$ cat src/rtl/nanorv32_inst_align.sv
// Instruction aligner: splits 32-bit fetch words into 16/32-bit RISC-V instructions,
// carrying an odd halfword across word boundaries in a hold register.
module nanorv32_inst_align #(
  parameter logic [31:0] IDLE_INST = 32'h0000_0013
) (
  input  logic        clk,
  input  logic        rst_n,
  input  logic        flush,
  input  logic        flush_pc1,
  input  logic        word_valid,
  input  logic [31:0] word_data,
  output logic        word_ready,
  output logic        inst_valid,
  output logic [31:0] inst_data,
  output logic        inst_compressed,
  input  logic        inst_ready
);

  typedef enum logic [1:0] {
    EMPTY = 2'd0,
    HALF  = 2'd1,
    SKIP  = 2'd2
  } state_e;

  state_e      state_q, state_d;
  logic [15:0] hold_q, hold_d;

  logic        lo_c, hold_c;
  logic        vld, comp;
  logic [31:0] raw;
  logic        word_xfer, inst_xfer;

  assign lo_c   = (word_data[1:0] != 2'b11);
  assign hold_c = (hold_q[1:0] != 2'b11);

  always_comb begin
    vld        = 1'b0;
    comp       = 1'b0;
    raw        = '0;
    word_ready = 1'b0;
    state_d    = state_q;
    hold_d     = hold_q;

    // word_ready is a function of state, inst_ready and flush only, never word_data
    case (state_q)
      EMPTY: begin
        vld        = word_valid;
        word_ready = inst_ready;
        comp       = lo_c;
        raw        = lo_c ? {16'h0000, word_data[15:0]} : word_data;
      end
      HALF: begin
        if (hold_c) begin
          vld  = 1'b1;
          comp = 1'b1;
          raw  = {16'h0000, hold_q};
        end else begin
          vld        = word_valid;
          word_ready = inst_ready;
          raw        = {word_data[15:0], hold_q};
        end
      end
      SKIP: begin
        word_ready = 1'b1;
      end
      default: begin
        word_ready = 1'b0;
      end
    endcase

    if (flush) begin
      vld        = 1'b0;
      word_ready = 1'b0;
    end

    word_xfer = word_valid & word_ready;
    inst_xfer = vld & inst_ready;

    if (flush) begin
      state_d = flush_pc1 ? SKIP : EMPTY;
      hold_d  = '0;
    end else begin
      case (state_q)
        EMPTY: begin
          if (inst_xfer && lo_c) begin
            hold_d  = word_data[31:16];
            state_d = HALF;
          end
        end
        HALF: begin
          if (hold_c) begin
            if (inst_xfer) state_d = EMPTY;
          end else if (word_xfer) begin
            hold_d = word_data[31:16];
          end
        end
        SKIP: begin
          if (word_xfer) begin
            hold_d  = word_data[31:16];
            state_d = HALF;
          end
        end
        default: state_d = EMPTY;
      endcase
    end
  end

  always_ff @(posedge clk or negedge rst_n) begin
    if (!rst_n) begin
      state_q <= EMPTY;
      hold_q  <= '0;
    end else begin
      state_q <= state_d;
      hold_q  <= hold_d;
    end
  end

  assign inst_valid      = vld;
  assign inst_data       = vld ? raw : IDLE_INST;
  assign inst_compressed = vld & comp;

endmodule
$ cat config.mk
export PLATFORM = sky130hd
export DESIGN_NAME = nanorv32_inst_align
export DESIGN_NICKNAME = d
export VERILOG_FILES = /design/src/rtl/nanorv32_inst_align.sv
export SDC_FILE = /design/constraint.sdc
export NUM_CORES = 1
export LEC_CHECK = 0
export CAP_MARGIN = 15
export CELL_PAD_IN_SITES_DETAIL_PLACEMENT = 0
export CELL_PAD_IN_SITES_GLOBAL_PLACEMENT = 2
export CORE_ASPECT_RATIO = 0.75
export CORE_MARGIN = 4
export CORE_UTILIZATION = 25
export DETAILED_ROUTE_END_ITERATION = 10
export GPL_TIMING_DRIVEN = 0
export PLACE_DENSITY = 0.95
export SYNTH_ARGS = -nofsm -noshare
export SYNTH_HDL_FRONTEND = slang
export SYNTH_SLANG_ARGS = --single-unit
$ cat constraint.sdc
create_clock -name clk -period 2.93 [get_ports clk]
set_clock_uncertainty 0.05 [all_clocks]
set_input_delay 0.293 -clock clk [delete_from_list [all_inputs] [get_ports clk]]
set_output_delay 0.293 -clock clk [all_outputs]
set_load 0.005 [all_outputs]
After elaboration in Yosys (flattened, before gate mapping)
Cells that the tools add are included.
{"block": "op_classes", "n_eq_ne": 9, "muxes": 24, "n_bitwise": 3, "reduce_logical": 5}
{"op": "two-way mux 32 bit", "count": 3}
{"op": "two-way mux 16 bit", "count": 4}
{"op": "one-hot mux 32 bit (2 select lines)", "count": 1}
{"op": "one-hot mux 16 bit (3 select lines)", "count": 1}
{"op": "inequality test 3 bit (second input constant)", "count": 5}
{"op": "two-way mux 2 bit", "count": 6}
{"op": "one-hot mux 2 bit (3 select lines)", "count": 1}
{"op": "two-way mux 1 bit", "count": 5}
{"op": "inequality test 2 bit (second input constant)", "count": 2}
{"op": "one-hot mux 1 bit (2 select lines)", "count": 2}
{"op": "AND reduction 4 bit", "count": 1}
{"op": "nonzero test 4 bit", "count": 1}
{"op": "bitwise AND 1 bit", "count": 3}
{"op": "one-hot mux 1 bit (3 select lines)", "count": 1}
{"op": "AND reduction 3 bit", "count": 1}
{"op": "equality test 2 x 1 -> 1 bit (second input constant)", "count": 1}
{"op": "equality test 2 bit (second input constant)", "count": 1}
{"op": "logical NOT 2 bit", "count": 1}
{"op": "logical AND 1 bit", "count": 1}
{"block": "totals", "regBits": 18, "in_bits": 38, "output_inout_bits": 35, "wordCells": 43}

Longest topological paths before layout
{"block": "logic_depth", "ltp_word": 9, "depth_mapped": 9, "ltp_nobuf": 6}

Worst setup path after synthesis
No wires, ideal clock.
{"block": "synth_path", "path_type": "register to output", "start": "register state_q[1]", "end": "output port inst_data[17]", "t_arrival_ps": 1582, "required_ps": 2587, "slack_ps": 1005, "path_stages_with_launch": 9, "n_path_buf": 3, "cell_sequence": "dfrtp_1 > inv_1 > ha_1 > buf_6 > a21oi_1 > or3_1 > buf_6 > buf_6 > nor3b_2"}
{"block": "synth_between", "elab_chain_len": 4, "word_cells_on_any_way": 6, "cone_classes": "1 x eq/ne; 4 x mux; 1 x reduce/logical"}
{"item": "from (decl)", "line": "25", "source": "state_e state_q, state_d;"}
{"item": "from (signal assigned)", "line": "113", "source": "state_q <= state_d;"}
{"item": "equality test 2 x 1 -> 1 bit / logical NOT 2 bit (equally long branches)", "line": "45", "source": "case (state_q)"}
{"item": "one-hot mux 1 bit (2 select lines)", "line": "45"}
{"item": "two-way mux 1 bit", "line": "71", "source": "if (flush) begin"}
{"item": "two-way mux 32 bit (*)", "line": "119", "source": "assign inst_data = vld ? raw : IDLE_INST;"}
{"item": "to (decl)", "line": "14", "source": "output logic [31:0] inst_data,"}
Every way passes the cells marked *; elsewhere a longest branch is shown, timed or not.

Worst setup path after layout
{"block": "layout_path", "start": "register state_q[0]", "end": "output port inst_data[15]"}
The elaborated chain is that of the path after synthesis.

==> out/metrics.yaml <==
die_w_um: 100
worstSkewPairLatency_ns: 0.26
synth_seq_cells: 18
core_region_area_sq_um: 6010
drtIter0Drc: 82
die_area_sq_um: 7760
p_leak_uw: 0.00105
wl_per_cell_um: 15.9
cts_tree: "done"
via_count: 1669
fmax_mhz: 359
grt_remaining_overflow: 0
ff_latch_area_sq_um: 452
gp_congestion: 0.842
ys_seq_area_frac: 0.281
syn_area_per_cell_sq_um: 8.47
syn_inst: 189
nets: 309
routed_wl_um: 5440
fin_crit_ns: 2.78
hold_violations: 0
ctsHoldBuffers: 0
yosysWarnings: 0
timing.hold.ws_ns: 0.472
ys_types: 32
maxSlewViolCount: 0
rows: 24
r2r_end: "state_q[1]$_DFFE_PN0P_"
synthFlopType: "dfrtp_1"
setup_violations: 0
min_period_over_period: 0.950
reg2reg_setup_slack_ns: 1.04
multi_input_comb_area_sq_um: 1000
critPathArrivalTime_ns: 2.44
cap_viol_max_count: 0
n_fill_cell: 613
cts-root-buf: "clkbuf_8"
start_util: 0.266
io_buffers: 72
via_per_inst: 4.88
relSlewSlack: 0.419
grt_pass1_vias: 1657
synth_edf_count: 0
crit_path_max_fanout: 10
grt_pass1_wl_um: 8750
clock_sinks: 18
cts.path.max_buffers: 2
worst_pin_slew_ns: 0.869
synth.cell_area_sq_um: 1600
synth_fp_nets: 232
ant_nets: 0
critPathRequiredTime_ns: 2.59
post-dp-hpwl_um: 4140
drive_gt1_frac: 0.0833
clk_pin_slew_ns: 0.08
drt_first_pass_iters: 4
r2r_cells: 6
numCtsBuffers: 3
hp-class: "in -> async"
drc_errors: 0
area_delta_synth_final_pct: 54.9
status: "completed"
diodes: 0
die_h_um: 77.3
startpoint_type: "flop"
ios: 73
grt_usage: 0.141
grt_max_degree: 19
synthArstFlopShare: 1.00
endpoint_kind: "primary output"
antenna_found_initial: 0
vdd_ir_drop_max_mv: 0.160
crit-reg2reg-launch: "state_q[0]$_DFFE_PN0P_"
rsz0062_at_grt: "yes"
tns_ns: 0
p_per_area_nw_per_um2: 468
h-tree-depth: 1
utilization: 0.413
setup.worst_path.class: "reg -> out"
[layout make-up]
type                       count  share of cell area
inverter                       4             0.00606
tap                           78              0.0394
buffer                        18              0.0550
clock buffer                   3              0.0167
timing repair buffer          73               0.296
sequential                    18               0.182
multi-input combinational    148               0.405
[placed cells by master, fill, tap and decap left out, drive strengths merged, types with 2 or more instances in the layout]
cell type      instances
nand2b                35
dfrtp                 18
nor2                  30
buf                   10
dlymetal6s2s           2
a31oi                  2
ha                     5
mux2i                 17
a221o                  3
clkbuf                12
nor3                   2
nand2                  4
and3                   2
inv                    4
nor3b                  2
a21oi                  5
clkdlybuf4s50         70
a22oi                 28
[flip-flops by register name, indices dropped and copies added, names as in the netlist]
name / cells
hold_q: 16
state_q: 2
[critical path: stages (launching register included)]
cell and delay [ns]:
dfrtp_2 0.43, inv_1 0.09, ha_2 0.20, buf_6 0.13, a21oi_1 0.04, or3_1 0.37, buf_6 0.15, buf_6 0.14
nor2_1 0.12, clkdlybuf4s50_1 0.51
[report_power, final]
group          switching (uW)  internal (uW)  leakage (uW)
clock network            89.8           91.6     0.0000216
logic                     307            328      0.000785
registers                39.4            304      0.000242
[metal layers]
metal | routed length [um] | vias to the layer above | GRT usage | part of all wire
met5 | 0 | - | 0 | 0
met4 | 82 | 0 | 0.0350 | 0.015
met3 | 565 | 8 | 0.0363 | 0.10
met2 | 2280 | 75 | 0.207 | 0.42
met1 | 2510 | 770 | 0.203 | 0.46
li1 | - | 816 | - | -
[kinds of logic (layout without fill, tap and decap cells)]
logic type,count (synthesis),after routing,synth area share
multiplexers,17,17,0.106
adder cells (fa/ha/maj),5,5,0.0391
AO/OA/AOI/OAI,46,46,0.216
flip-flops,18,18,0.281
buffers and inverters,23,98,0.0938
AND/OR/NAND/NOR,80,80,0.263
[worst max-delay path by stage]
stage / startpoint / cells after the start / slack [ns] / end
after global routing: state_q[0]$_DFFE_PN0P_ / 7 / -0.01 / inst_data[16]
after global placement: word_data[1] / 7 / 0.11 / inst_data[30]
after detailed placement: word_data[1] / 7 / 0.11 / inst_data[30]
after floorplan: state_q[1]$_DFFE_PN0P_ / 8 / 1.00 / inst_data[17]
final: state_q[0]$_DFFE_PN0P_ / 9 / 0.15 / inst_data[15]
after CTS: state_q[1]$_DFFE_PN0P_ / 8 / 0.04 / inst_data[16]
[stage by stage]
stage / cells / power (uW) / instance area (sq um) / setup WS [ns]
after floorplan: 189 / 742 / 1600 / 1.00
after global placement: 339 / 974 / 2420 / 0.112
after detailed placement: 339 / 976 / 2420 / 0.111
after CTS: 342 / 1160 / 2460 / 0.0390
after global routing: 342 / 1250 / 2480 / -0.0108
final: 342 / 1160 / 2480 / 0.146
[cells in the mapped netlist (all sizes together) (3+ instances only)]
| library cell | count | area [sq um] |
|---|---|---|
| ha | 5 | 62.6 |
| mux2i | 17 | 170 |
| nor2 | 30 | 113 |
| a21oi | 5 | 25.0 |
| dfrtp | 18 | 450 |
| inv | 4 | 15.0 |
| buf | 9 | 97.6 |
| a221o | 3 | 30.0 |
| clkbuf | 10 | 37.5 |
| nand2 | 4 | 15.0 |
| a22oi | 28 | 210 |
| nand2b | 35 | 219 |
[repair_timing]
| item | CTS | global route |
|---|---|---|
| buffers inserted | 0 | 1 |
| hold endpoints to repair | 0 | 0 |
| setup endpoints to repair | 10 | 29 |
| gates resized for setup | 2 | 8 |
Note: power is estimated with default switching activity, not from simulation.
